<file path="src/rtl/yuv2rgb_csc_pkg.sv">
`default_nettype none
// ============================================================================
// yuv2rgb_csc_pkg : shared FSM states and CSC fixed-point coefficients
// Revision 1.0
// ============================================================================
package yuv2rgb_csc_pkg;

    typedef enum logic [2:0] {
        S_TOP_IDLE         = 3'd0,
        S_TOP_FETCH        = 3'd1,
        S_COLOR_CONVERSION = 3'd2,
        S_TOP_WRITE        = 3'd3
    } state_top;

    typedef enum logic [2:0] {
        S_CSC_IDLE = 3'd0,
        S_CSC_M0   = 3'd1,
        S_CSC_M1   = 3'd2,
        S_CSC_M2   = 3'd3,
        S_CSC_M3   = 3'd4,
        S_CSC_M4   = 3'd5,
        S_CSC_CLIP = 3'd6,
        S_CSC_OUT  = 3'd7
    } state_csc;

    // Coefficients scaled by 2^16
    localparam logic signed [31:0] C_Y  = 32'sd76284;
    localparam logic signed [31:0] C_RV = 32'sd104595;
    localparam logic signed [31:0] C_GU = 32'sd25624;
    localparam logic signed [31:0] C_GV = 32'sd53281;
    localparam logic signed [31:0] C_BU = 32'sd132251;

endpackage
`default_nettype wire

</file>
<file path="src/rtl/yuv2rgb_csc_if.sv">
`default_nettype none
// ============================================================================
// yuv2rgb_csc_if : YUV pixel input and RGB pixel output handshakes
// Revision 1.0
// ============================================================================
interface yuv2rgb_csc_if;
    logic       pix_valid_i;
    logic       pix_ready_o;
    logic [7:0] Y_i;
    logic [7:0] U_i;
    logic [7:0] V_i;
    logic       rgb_valid_o;
    logic       rgb_ready_i;
    logic [7:0] R_o;
    logic [7:0] G_o;
    logic [7:0] B_o;

    modport slave (
        input  pix_valid_i, Y_i, U_i, V_i, rgb_ready_i,
        output pix_ready_o, rgb_valid_o, R_o, G_o, B_o
    );

    modport master (
        output pix_valid_i, Y_i, U_i, V_i, rgb_ready_i,
        input  pix_ready_o, rgb_valid_o, R_o, G_o, B_o
    );
endinterface
`default_nettype wire

</file>
<file path="src/rtl/yuv2rgb_csc_rgb_clip.sv">
`default_nettype none
// ============================================================================
// yuv2rgb_csc_rgb_clip : signed 32-bit fixed-point to 8-bit saturating clip
// Revision 1.0
// ============================================================================
module yuv2rgb_csc_rgb_clip #(
    parameter int FRAC_BITS = 16
) (
    input  logic signed [31:0] acc_i,
    output logic        [7:0]  pix_o
);
    // Fraction bits are truncated, never rounded
    logic unused_frac;
    assign unused_frac = ^acc_i[FRAC_BITS-1:0];

    always_comb begin
        if (acc_i[31]) begin
            pix_o = 8'd0;
        end else if (|acc_i[30:FRAC_BITS+8]) begin
            pix_o = 8'hFF;
        end else begin
            pix_o = acc_i[FRAC_BITS+7:FRAC_BITS];
        end
    end
endmodule
`default_nettype wire

</file>
<file path="src/rtl/yuv2rgb_csc.sv">
`default_nettype none
// ============================================================================
// yuv2rgb_csc : YUV to RGB conversion using one time-shared 32x32 multiplier
// Revision 1.0
// ============================================================================
module yuv2rgb_csc
    import yuv2rgb_csc_pkg::*;
#(
    parameter int FRAC_BITS = 16
) (
    input  logic          CLOCK_50_I,
    input  logic          resetn,
    yuv2rgb_csc_if.slave  csc
);
    state_csc           state_q, state_d;
    logic signed [31:0] y_q, y_d, u_q, u_d, v_q, v_d;
    logic signed [31:0] acc_r_q, acc_r_d, acc_g_q, acc_g_d, acc_b_q, acc_b_d;
    logic        [7:0]  r_q, r_d, g_q, g_d, b_q, b_d;
    logic               rgb_valid_q, rgb_valid_d;

    logic signed [31:0] mul_coef, mul_opnd, prod;
    logic        [7:0]  clip_r, clip_g, clip_b;

    // Operand mux: the state selects which of the five products is formed
    always_comb begin
        mul_coef = 32'sd0;
        mul_opnd = 32'sd0;
        case (state_q)
            S_CSC_M0: begin mul_coef = C_Y;  mul_opnd = y_q; end
            S_CSC_M1: begin mul_coef = C_RV; mul_opnd = v_q; end
            S_CSC_M2: begin mul_coef = C_GU; mul_opnd = u_q; end
            S_CSC_M3: begin mul_coef = C_GV; mul_opnd = v_q; end
            S_CSC_M4: begin mul_coef = C_BU; mul_opnd = u_q; end
            default:  begin mul_coef = 32'sd0; mul_opnd = 32'sd0; end
        endcase
    end

    assign prod = mul_coef * mul_opnd;

    yuv2rgb_csc_rgb_clip #(.FRAC_BITS(FRAC_BITS)) u_clip_r (.acc_i(acc_r_q), .pix_o(clip_r));
    yuv2rgb_csc_rgb_clip #(.FRAC_BITS(FRAC_BITS)) u_clip_g (.acc_i(acc_g_q), .pix_o(clip_g));
    yuv2rgb_csc_rgb_clip #(.FRAC_BITS(FRAC_BITS)) u_clip_b (.acc_i(acc_b_q), .pix_o(clip_b));

    always_comb begin
        state_d     = state_q;
        y_d         = y_q;
        u_d         = u_q;
        v_d         = v_q;
        acc_r_d     = acc_r_q;
        acc_g_d     = acc_g_q;
        acc_b_d     = acc_b_q;
        r_d         = r_q;
        g_d         = g_q;
        b_d         = b_q;
        rgb_valid_d = rgb_valid_q;
        case (state_q)
            S_CSC_IDLE: begin
                if (csc.pix_valid_i) begin
                    y_d     = $signed({24'd0, csc.Y_i}) - 32'sd16;
                    u_d     = $signed({24'd0, csc.U_i}) - 32'sd128;
                    v_d     = $signed({24'd0, csc.V_i}) - 32'sd128;
                    state_d = S_CSC_M0;
                end
            end
            S_CSC_M0: begin
                acc_r_d = prod;
                acc_g_d = prod;
                acc_b_d = prod;
                state_d = S_CSC_M1;
            end
            S_CSC_M1: begin
                acc_r_d = acc_r_q + prod;
                state_d = S_CSC_M2;
            end
            S_CSC_M2: begin
                acc_g_d = acc_g_q - prod;
                state_d = S_CSC_M3;
            end
            S_CSC_M3: begin
                acc_g_d = acc_g_q - prod;
                state_d = S_CSC_M4;
            end
            S_CSC_M4: begin
                acc_b_d = acc_b_q + prod;
                state_d = S_CSC_CLIP;
            end
            S_CSC_CLIP: begin
                r_d         = clip_r;
                g_d         = clip_g;
                b_d         = clip_b;
                rgb_valid_d = 1'b1;
                state_d     = S_CSC_OUT;
            end
            S_CSC_OUT: begin
                if (csc.rgb_ready_i) begin
                    rgb_valid_d = 1'b0;
                    state_d     = S_CSC_IDLE;
                end
            end
            default: state_d = S_CSC_IDLE;
        endcase
    end

    always_ff @(posedge CLOCK_50_I or negedge resetn) begin
        if (!resetn) begin
            state_q     <= S_CSC_IDLE;
            y_q         <= 32'sd0;
            u_q         <= 32'sd0;
            v_q         <= 32'sd0;
            acc_r_q     <= 32'sd0;
            acc_g_q     <= 32'sd0;
            acc_b_q     <= 32'sd0;
            r_q         <= 8'd0;
            g_q         <= 8'd0;
            b_q         <= 8'd0;
            rgb_valid_q <= 1'b0;
        end else begin
            state_q     <= state_d;
            y_q         <= y_d;
            u_q         <= u_d;
            v_q         <= v_d;
            acc_r_q     <= acc_r_d;
            acc_g_q     <= acc_g_d;
            acc_b_q     <= acc_b_d;
            r_q         <= r_d;
            g_q         <= g_d;
            b_q         <= b_d;
            rgb_valid_q <= rgb_valid_d;
        end
    end

    assign csc.pix_ready_o = (state_q == S_CSC_IDLE);
    assign csc.rgb_valid_o = rgb_valid_q;
    assign csc.R_o         = r_q;
    assign csc.G_o         = g_q;
    assign csc.B_o         = b_q;
endmodule
`default_nettype wire

</file>
<file path="src/flat_wrapper.sv">
// flat-port wrapper written by rule: the top's interface ports become plain ports
module yuv2rgb_csc_flat import yuv2rgb_csc_pkg::*;
#(
    parameter int FRAC_BITS = 16
)
  (CLOCK_50_I, resetn, csc_pix_valid_i, csc_Y_i, csc_U_i, csc_V_i, csc_rgb_ready_i, csc_pix_ready_o, csc_rgb_valid_o, csc_R_o, csc_G_o, csc_B_o);
  yuv2rgb_csc_if csc_i ();
  input  logic CLOCK_50_I;
  input  logic resetn;
  input wire logic [$bits(csc_i.pix_valid_i)-1:0] csc_pix_valid_i;
  input wire logic [$bits(csc_i.Y_i)-1:0] csc_Y_i;
  input wire logic [$bits(csc_i.U_i)-1:0] csc_U_i;
  input wire logic [$bits(csc_i.V_i)-1:0] csc_V_i;
  input wire logic [$bits(csc_i.rgb_ready_i)-1:0] csc_rgb_ready_i;
  output wire logic [$bits(csc_i.pix_ready_o)-1:0] csc_pix_ready_o;
  output wire logic [$bits(csc_i.rgb_valid_o)-1:0] csc_rgb_valid_o;
  output wire logic [$bits(csc_i.R_o)-1:0] csc_R_o;
  output wire logic [$bits(csc_i.G_o)-1:0] csc_G_o;
  output wire logic [$bits(csc_i.B_o)-1:0] csc_B_o;
  assign csc_i.pix_valid_i = csc_pix_valid_i;
  assign csc_i.Y_i = csc_Y_i;
  assign csc_i.U_i = csc_U_i;
  assign csc_i.V_i = csc_V_i;
  assign csc_i.rgb_ready_i = csc_rgb_ready_i;
  assign csc_pix_ready_o = csc_i.pix_ready_o;
  assign csc_rgb_valid_o = csc_i.rgb_valid_o;
  assign csc_R_o = csc_i.R_o;
  assign csc_G_o = csc_i.G_o;
  assign csc_B_o = csc_i.B_o;
  yuv2rgb_csc #(.FRAC_BITS(FRAC_BITS)) u_core (.CLOCK_50_I(CLOCK_50_I), .resetn(resetn), .csc(csc_i));
endmodule
</file>
<file path="config.mk">
export PLATFORM = sky130hd
export DESIGN_NAME = yuv2rgb_csc_flat
export DESIGN_NICKNAME = d
export VERILOG_FILES = /design/src/rtl/yuv2rgb_csc_pkg.sv /design/src/rtl/yuv2rgb_csc_if.sv /design/src/rtl/yuv2rgb_csc_rgb_clip.sv /design/src/rtl/yuv2rgb_csc.sv /design/src/flat_wrapper.sv
export SDC_FILE = /design/constraint.sdc
export NUM_CORES = 1
export LEC_CHECK = 0
export ABC_AREA = 1
export ABC_CLOCK_PERIOD_IN_PS = 11010
export CAP_MARGIN = 20
export CELL_PAD_IN_SITES_DETAIL_PLACEMENT = 1
export CELL_PAD_IN_SITES_GLOBAL_PLACEMENT = 1
export CORE_ASPECT_RATIO = 1.2
export CORE_MARGIN = 5
export CORE_UTILIZATION = 35
export DETAILED_ROUTE_END_ITERATION = 10
export GPL_TIMING_DRIVEN = 0
export PLACE_DENSITY = 0.69
export SETUP_SLACK_MARGIN = 0.4
export SYNTH_ARGS = -nofsm -noshare
export SYNTH_HDL_FRONTEND = slang
export SYNTH_SLANG_ARGS = --single-unit
</file>
<file path="constraint.sdc">
create_clock -name CLOCK_50_I -period 11.01 [get_ports CLOCK_50_I]
set_input_delay 2.202 -clock CLOCK_50_I [delete_from_list [all_inputs] [get_ports CLOCK_50_I]]
set_output_delay 2.202 -clock CLOCK_50_I [all_outputs]
set_load 0.02 [all_outputs]
</file>
# Word-level counts from Yosys, hierarchy flattened
# Cells that the tools add are included.
# op_classes
mux	16
addsub	6
n_reduce_logical	14
eq_ne	9
mul	1
# ops
operator	count
case mux 32 bit (2 select lines)	3
case mux 32 bit (3 select lines)	1
case mux 18 bit (5 select lines)	1
adder 32 bit	2
two-way mux 8 bit	6
multiplier 19 x 32 -> 32 bit	1
subtractor 32 bit	1
case mux 3 bit (8 select lines)	1
OR reduction 7 bit	3
subtractor 8 x 8 -> 9 bit, second input constant	2
== test 3 bit, second input constant	4
subtractor 8 x 5 -> 9 bit, second input constant	1
nonzero test 2 bit	4
== test 3 x 2 -> 1 bit, second input constant	2
two-way mux 3 bit	2
AND reduction 2 bit	3
OR reduction 2 bit	3
inequality test 2 bit, second input constant	2
== test 3 x 1 -> 1 bit, second input constant	1
logical NOT 3 bit	1
case mux 1 bit (2 select lines)	1
two-way mux 1 bit	1
# totals
regBits	220
in_bits	28
output_inout_bits	26
wordCells	57

# Longest topological paths before layout
# Gate-level depths: netlist of the first run.
# logic_depth
word_depth	6
depth_mapped	51
depth_no_buf	51

# By module
# A second synthesis of the first run with hierarchy kept.
# unflattened
cells_unflattened	2810
area_unflattened_um2	20322.0
# by_module_without_submodules
mod	area_per_inst_um2	seq_area_each_um2	instances	cells_per_inst
yuv2rgb_csc	19999.2	3728.6	1	2738
yuv2rgb_csc_rgb_clip	107.6	0.0	3	24

# Worst setup path before layout of the first run
# No wires, ideal clock.
# synth_timing
kind	reg2reg
start	register u_core.state_q[0]
end	register u_core.acc_g_q[29]
required_ns	10.885
arrival_ns	8.301
n_path_buf	1
period_less_slack_ns	8.426
setup_time_ns	0.125
path_slack_ns	2.584
path_stages_with_launch	43
path_cell_list	dfrtp_1 nor3_2 inv_1 nand2_1 inv_1 nor2_1 inv_1 nand3_1 buf_2 nand2_1 inv_1 fa_1 fa_1 inv_1 fa_1 inv_1 fa_1 fa_1 (+7 left out) nand2_1 a31o_2 xor2_1 inv_1 ha_1 nand2_1 nor4_1 nand3_1 nand3_1 nand4_1 nand2_2 nand2_1 nand2_1 nand2_1 nand2_1 nand2_1 nand3_1 nand3_1
# synth_via
elab_chain_len	6
word_cells_on_any_way	14
classes_between	1 x add/sub; 1 x mul; 5 x eq/ne; 3 x mux; 4 x reduce/logical
# synth_lines
item	line	text
start, declared	yuv2rgb_csc.sv:15	state_csc state_q, state_d;
start signal, assigned	yuv2rgb_csc.sv:118	state_q <= state_d;
== test 3 x 2 -> 1 bit, or another cell as far along	yuv2rgb_csc.sv:28, yuv2rgb_csc.sv:56	
OR reduction 2 bit (no line)	-	
case mux 32 bit (3 select lines)	yuv2rgb_csc.sv:28	case (state_q)
multiplier 19 x 32 -> 32 bit	yuv2rgb_csc.sv:38	assign prod = mul_coef * mul_opnd;
subtractor 32 bit	yuv2rgb_csc.sv:76, yuv2rgb_csc.sv:80	
case mux 32 bit (2 select lines)	yuv2rgb_csc.sv:56	case (state_q)
end signal, assigned	yuv2rgb_csc.sv:123	acc_g_q <= acc_g_d;
end, declared	yuv2rgb_csc.sv:17	logic signed [31:0] acc_r_q, acc_r_d, acc_g_q, acc_g_d, acc_b_q, acc_b_d;
# Parallel ways exist; a longest one is shown, timed or not.
# A chain may end at the register's enable or synchronous reset.

# Worst setup path in the final report of the first run
# layout_timing
start	register u_core.state_q[1]
end	register u_core.acc_r_q[31]
# layout_via
elab_chain_len	6
word_cells_on_any_way	13
classes_between	1 x add/sub; 1 x mul; 5 x eq/ne; 3 x mux; 3 x reduce/logical
# layout_lines
item	line	text
== test 3 x 2 -> 1 bit, or another cell as far along	yuv2rgb_csc.sv:28	
OR reduction 2 bit (no line)	-	
case mux 32 bit (3 select lines)	yuv2rgb_csc.sv:28	
multiplier 19 x 32 -> 32 bit	yuv2rgb_csc.sv:38	
adder 32 bit	yuv2rgb_csc.sv:72	acc_r_d = acc_r_q + prod;
case mux 32 bit (2 select lines)	yuv2rgb_csc.sv:56	
end signal, assigned	yuv2rgb_csc.sv:122	acc_r_q <= acc_r_d;
end, declared	yuv2rgb_csc.sv:17	
# Parallel ways exist; a longest one is shown, timed or not.

==> impl_summary.log, run 1 <==
INFO  metric antenna_found_initial = 0
INFO  metric critical_path.max_fanout = 8
INFO  metric synthAdderAreaFrac = 31.16%
INFO  metric timing_hold_violations_final = 0
INFO  metric dominant_combinational_cell_family_by_area_after_synthesis = adder cells
INFO  metric finalMaxSlewViolations = 0
INFO  metric holdBufCountCts = 0
INFO  metric drc = 0
INFO  metric cts-htree-levels = 4
INFO  metric slew_headroom = 23.94%
INFO  metric clk_latency = 0.50 ns
INFO  metric avgRoutedWirePerCell = 19.22 um
INFO  metric synth_top_cells_by_area = sky130_fd_sc_hd__fa_1, sky130_fd_sc_hd__dfrtp_1, sky130_fd_sc_hd__ha_1
INFO  metric synth_top_cell_by_area = sky130_fd_sc_hd__fa_1
INFO  metric drt_wl_total = 68090 um
INFO  metric timing.final.setup_violations = 0
INFO  metric rsz_0062_raised_after_global_routing = no
INFO  metric tritoncts = yes
INFO  metric final.period_utilization = 90.78%
INFO  metric crit_path_max_incr_delay = 0.67 ns
INFO  metric whs = 0.4924 ns
INFO  metric synth_ff_type = sky130_fd_sc_hd__dfrtp_1
INFO  metric fp-row-count = 95
INFO  metric synth-edff-count = 0
INFO  metric grt_pass1_vias = 19500
INFO  metric route.detailed.vias_per_inst = 5.125
INFO  metric timing.clock.skew = 0.02200 ns
INFO  metric grt.overflow.total = 0
INFO  metric synth_top_cell_area_share = 18.94%
INFO  metric criticalPathCategory = reg -> reg
INFO  metric grt_pass1_wl = 108200 um
INFO  metric endpoint_kind = register
INFO  metric chipWidth = 226.9 um
INFO  metric clock-root-buffer = sky130_fd_sc_hd__clkbuf_16
INFO  metric synth_nets = 3126
INFO  metric syn_inst = 2718
INFO  metric finalCriticalPeriod = 9.995 ns
INFO  metric cap_violations = 0
INFO  metric synth_simple_gate_area_share = 22.76%
INFO  metric yosys_warnings = 0
INFO  metric post_synth_instance_area = 19770 um2
INFO  metric synth.top_cells.by_count = sky130_fd_sc_hd__nand2_1, sky130_fd_sc_hd__inv_1, sky130_fd_sc_hd__ha_1
INFO  metric timing.critical_path.arrival = 10.35 ns
INFO  metric fp.dieH = 270.3 um
INFO  metric fin_util = 39.35%
INFO  metric vias = 18150
INFO  metric startpoint_kind_of_the_worst_setup_timing_path = register
INFO  metric post_route_cells_drive_above_1_share = 6.148%
INFO  metric ys_seq_elements = 149
INFO  metric maximum_number_of_pins_on_one_net_before_global_route_repair = 88
INFO  metric rd_place_congestion = 0.9089
INFO  metric buffer_ports.inserted = 53
INFO  metric drt_iter0_drc = 951
INFO  metric drt_pre_antenna_iters = 7
INFO  metric timing.fmax = 0.1001 GHz
INFO  metric ioPinCount = 54
INFO  metric crit_required = 11.36 ns
INFO  metric hold_path_class = reg -> reg
INFO  metric num-nets-final = 3210
INFO  metric async_set_reset_flop_share_out_of_synthesis = 100.0%
INFO  metric hpwlAfterDp = 57850 um
INFO  metric number_of_buffers_created_by_cts = 17
INFO  metric synth_xor_xnor_area_share = 1.950%
INFO  metric clk_transition_reported_paths = 0.08 ns
INFO  metric post_synth.cell_area_avg = 7.272 um2
INFO  metric global_route.usage.total = 22.55%
INFO  metric post-synth-top-count-cell = sky130_fd_sc_hd__nand2_1
INFO  metric area_delta_synth_final = 11.44%
INFO  metric layout.cell_area.non_filler = 22030 um2
INFO  metric initial_utilization = 35.31%
INFO  metric post_synthesis_sequential_area_ratio = 18.86%
INFO  metric clock_tree.buffer_depth = 2
INFO  metric synth.lib_cells_used.distinct = 53
INFO  metric placed_area = 21260 um2
INFO  metric synth_compound_gate_area_share = 12.76%
INFO  metric core-area = 55980 um2
INFO  metric numClockSinks = 149
INFO  metric floorplan.die_area = 61350 um2
INFO  metric cpMaxStageDelayCell = sky130_fd_sc_hd__fa_2
INFO  metric outcome = finished clean
INFO  metric worst_pin_slew = 1.141 ns
INFO  metric synth.mux.area_fraction = 0.3418%
INFO  metric residual_antenna_violating_net_count_after_detailed_routing = 0
==> critical path: cells and delay by family, from the launching register on <==
family                     cells  cell delay [ns]
adders and majority gates      8             4.07
DFF                            1             0.42
buffers and inverters         10             1.10
AOI/OAI and AO/OA              7             1.36
and+or+nand+nor               16             2.71
xor gates and xnor gates       1             0.16
==> flip-flops by register name, summed over array words and instances, names as in the netlist <==
register	cells
u_core.csc.G_o	8
u_core.y_q	9
u_core.acc_g_q	32
u_core.acc_r_q	32
u_core.u_q	8
u_core.state_q	3
u_core.acc_b_q	32
u_core.v_q	8
u_core.csc.B_o	8
u_core.csc.R_o	8
u_core.csc.rgb_valid_o	1
==> layout make-up <==
type | count | area [um2]
repair buffers | 65 | 650.6
multi-input cells | 1930 | 13740
plain buffers | 42 | 176.4
inverters | 597 | 2246
fillers | 7024 | 33960
clock inverters | 12 | 142.6
diodes | 1 | 2.502
flip-flops and latches | 149 | 3729
clock buffers | 19 | 432.9
well taps | 727 | 909.6
==> repair_timing <==
item	4_1_cts	5_1_grt
buffers inserted	0	9
gates cloned	0	0
hold endpoints to repair	0	0
endpoints found under the setup margin	32	25
resized for setup	13	20
pin swaps	0	3
==> per-layer routing <==
metal | GRT usage, % | up-vias | wire (um)
met5 | 0 | - | 0
met4 | 6.690 | 0 | 1938
met3 | 3.142 | 87 | 2345
met2 | 38.40 | 294 | 33170
met1 | 29.76 | 9074 | 30640
li1 | - | 8699 | -
==> kinds of logic after synthesis <==
kind of cell / Yosys count
AOI/OAI and AO/OA: 445
and+or+nand+nor: 1055
adders and majority gates: 380
muxes: 6
DFF: 149
xor gates and xnor gates: 44
buffers and inverters: 639
==> final timing paths <==
kind                                        start                 end  slack [ns]  cells past startpoint
max in group asynchronous                  resetn   u_core.csc.R_o[4]        8.41                      2
worst min register to register     u_core.v_q[30]      u_core.v_q[30]        0.49                      2
worst min-delay path               u_core.v_q[30]      u_core.v_q[30]        0.49                      2
worst max-delay path            u_core.state_q[1]  u_core.acc_r_q[31]        1.02                     42
worst max register to register  u_core.state_q[1]  u_core.acc_r_q[31]        1.02                     42
min in group asynchronous                  resetn       u_core.u_q[5]        1.68                      1
==> stage by stage <==
step	setup TNS, ns	cells	setup WS [ns]
3_3_place_gp	-1.570	3498	-0.3856
6_report	0	3542	1.015
5_1_grt	0	3541	0.3927
4_1_cts	0	3532	0.4109
2_1_floorplan	0	2718	2.584
3_5_place_dp	-3.258	3501	-0.5364
==> layout by cell type (no fill, tap or decap), drive strengths merged, types with 52 or more instances in the layout <==
| cell | n |
|---|---|
| nor2 | 199 |
| o21ai | 154 |
| clkdlybuf4s50 | 52 |
| ha | 193 |
| dfrtp | 149 |
| nand3 | 122 |
| inv | 598 |
| fa | 187 |
| a21oi | 187 |
| nand2 | 654 |
| clkbuf | 54 |
Power of run 1 is not shown: default switching activity piles up to over one toggle a cycle in this logic, so the estimate is an artifact.
==> run 2: changes to the inputs <==
Settings changed: SKIP_LAST_GASP set to 1.
==> results of run 2 <==
Same layout as run 1: the final DEF is identical, and so are final timing and power.
Power of run 2 is left out for the same reason.
==> run 3: changes to the inputs <==
Settings changed: ABC_CLOCK_PERIOD_IN_PS 11010 to 9030, PLACE_DENSITY 0.69 to 0.71.
Clock period 11.01 ns to 9.03 ns, I/O delays scaled along.
==> run 3 against run 2 <==
- wire length increased by 5.9%
- highest routed layer unchanged
- utilization increased by 4.7 points
- first-iteration DRC count increased by 8.3%
- via count increased by 4.3%
- flip-flop and latch count unchanged
==> impl_summary.log, run 3 (synthesis gave the netlist of run 1 again) <==
INFO  metric n_antenna_cell = 0
INFO  metric fp-row-count = 95
INFO  metric top_regs = u_core.acc_b_q: 32 flops, u_core.acc_g_q: 32 flops, u_core.acc_r_q: 32 flops
INFO  metric drt_wl_total = 72120 um
INFO  metric fin_util = 44.05%
INFO  metric placed_area = 21260 um2
INFO  metric hold_path_class = reg -> reg
INFO  metric route.detailed.vias_per_inst = 5.208
INFO  metric cts-htree-levels = 4
INFO  metric endpoint_kind = register
INFO  metric crit_path_max_incr_delay = 0.56 ns
INFO  metric final.period_utilization = 96.52%
INFO  metric drt_iter0_drc = 1030
INFO  metric layout.cell_area.non_filler = 24660 um2
INFO  metric area_delta_synth_final = 24.77%
INFO  metric avgRoutedWirePerCell = 19.83 um
INFO  metric worst_slack = 0.3145 ns
INFO  metric finalCriticalPeriod = 8.716 ns
INFO  metric outcome = finished clean
INFO  metric floorplan.die_area = 61350 um2
INFO  metric core-area = 55980 um2
INFO  metric rd_place_congestion = 0.9298
INFO  metric residual_antenna_violating_net_count_after_detailed_routing = 0
INFO  metric hpwlAfterDp = 57230 um
INFO  metric ioPinCount = 54
INFO  metric grt.overflow.total = 0
INFO  metric antenna_found_initial = 0
INFO  metric timing.clock.skew = 0.02297 ns
INFO  metric drc = 0
INFO  metric post_route_cells_drive_above_1_share = 18.38%
INFO  metric timing.final.setup_violations = 0
INFO  metric global_route.usage.total = 23.11%
INFO  metric startpoint_kind_of_the_worst_setup_timing_path = register
INFO  metric chipWidth = 226.9 um
INFO  metric maximum_number_of_pins_on_one_net_before_global_route_repair = 84
INFO  metric timing_hold_violations_final = 0
INFO  metric drt_pre_antenna_iters = 5
INFO  metric cpMaxStageDelayCell = sky130_fd_sc_hd__fa_1
INFO  metric clk_latency = 0.51 ns
INFO  metric finalMaxSlewViolations = 0
INFO  metric tns = 0 ns
INFO  metric vias = 18940
INFO  metric cell_with_the_most_instances_on_the_worst_path = sky130_fd_sc_hd__nand2_1
INFO  metric numClockSinks = 149
INFO  metric grt_pass1_vias = 20230
INFO  metric place_ws = -2.546 ns
INFO  metric worst_pin_slew = 1.098 ns
INFO  metric number_of_buffers_created_by_cts = 17
INFO  metric clock_tree.buffer_depth = 2
INFO  metric slew_headroom = 26.81%
INFO  metric timing.critical_path.arrival = 9.10 ns
INFO  metric crit-reg2reg-launch = u_core.state_q[0]
INFO  metric cap_violations = 0
INFO  metric num-nets-final = 3305
INFO  metric clk_transition_reported_paths = 0.07 ns
INFO  metric rsz_0062_raised_after_global_routing = yes
INFO  metric clock-root-buffer = sky130_fd_sc_hd__clkbuf_16
INFO  metric tritoncts = yes
INFO  metric timing.fmax = 0.1147 GHz
INFO  metric grt_pass1_wl = 111200 um
INFO  metric criticalPathCategory = reg -> reg
INFO  metric final_cell_mix = sky130_fd_sc_hd__inv_1, sky130_fd_sc_hd__nand2_1, sky130_fd_sc_hd__fa_1
INFO  metric critical_path.max_fanout = 10
INFO  metric crit_required = 9.42 ns
INFO  metric fp.dieH = 270.3 um
INFO  metric buffer_ports.inserted = 53
INFO  metric initial_utilization = 35.31%
INFO  metric worstSetupStartpoint = u_core.state_q[0]
INFO  metric beginning_of_the_worst_hold_path = u_core.csc.R_o[6]
## run 3: changes by cell type in the layout (fill, tap and decap cells not counted), moves of 20 or more
| cell | change |
|---|---|
| sky130_fd_sc_hd__ha_4 | +47 |
| sky130_fd_sc_hd__a21oi_2 | +25 |
| sky130_fd_sc_hd__ha_1 | -50 |
| sky130_fd_sc_hd__buf_4 | +88 |
| sky130_fd_sc_hd__inv_1 | -31 |
| sky130_fd_sc_hd__a21oi_1 | -32 |
| sky130_fd_sc_hd__nand2_4 | +28 |
| sky130_fd_sc_hd__nand2_2 | +39 |
| sky130_fd_sc_hd__nand2_1 | -69 |
| sky130_fd_sc_hd__inv_2 | +24 |
| sky130_fd_sc_hd__nand3_1 | -20 |
## run 3: layer usage
metal,up-vias,global-route usage (%),wire [um]
met3,117,3.544,2510
met4,0,8.453,2630
met2,362,39.28,35860
met5,-,0,0
li1,8882,-,-
met1,9579,29.69,31120
## run 3: worst paths after layout
check	end	cells past startpoint	slack, ns
hold / removal	u_core.csc.R_o[6]	2	0.49
hold reg to reg	u_core.csc.R_o[6]	2	0.49
setup / recovery	u_core.acc_r_q[30]	44	0.31
min in group asynchronous	u_core.acc_r_q[1]	1	1.24
max in group asynchronous	u_core.v_q[5]	2	6.93
setup reg to reg	u_core.acc_r_q[30]	44	0.31
## run 3: repair_timing
action / CTS / global route
hold buffers: 0 / 0
pin swaps: 39 / 99
resized for setup: 207 / 231
endpoints found under the hold margin: 0 / 0
endpoints found under the setup margin: 69 / 41
setup buffers: 45 / 59
## run 3: metrics by stage
stage	hold WS, ns	cells
floorplan	0.4530	2718
global placement	0.4690	3498
detailed placement	0.4778	3501
CTS	0.4947	3578
global route	0.5151	3637
finish	0.4886	3637
## run 3: area by class of cell
cell class | instances | area [um2]
Fill cell | 6855 | 31320
Multi-Input combinational cell | 1930 | 15500
Sequential cell | 149 | 3730
Inverter | 597 | 2272
Timing Repair Buffer | 160 | 1449
Tap cell | 727 | 909.6
Clock buffer | 19 | 432.9
Buffer | 42 | 202.7
Clock inverter | 13 | 162.7
## run 3: critical path: cells and delay by family, from the launching register on
family / cells / cell delay, ns
DFF: 1 / 0.47
AOI/OAI and AO/OA: 2 / 0.51
and+or+nand+nor: 21 / 2.31
adders and majority gates: 8 / 3.59
xor gates and xnor gates: 1 / 0.20
buffers and inverters: 12 / 1.50
Power of run 3 is left out for the same reason.
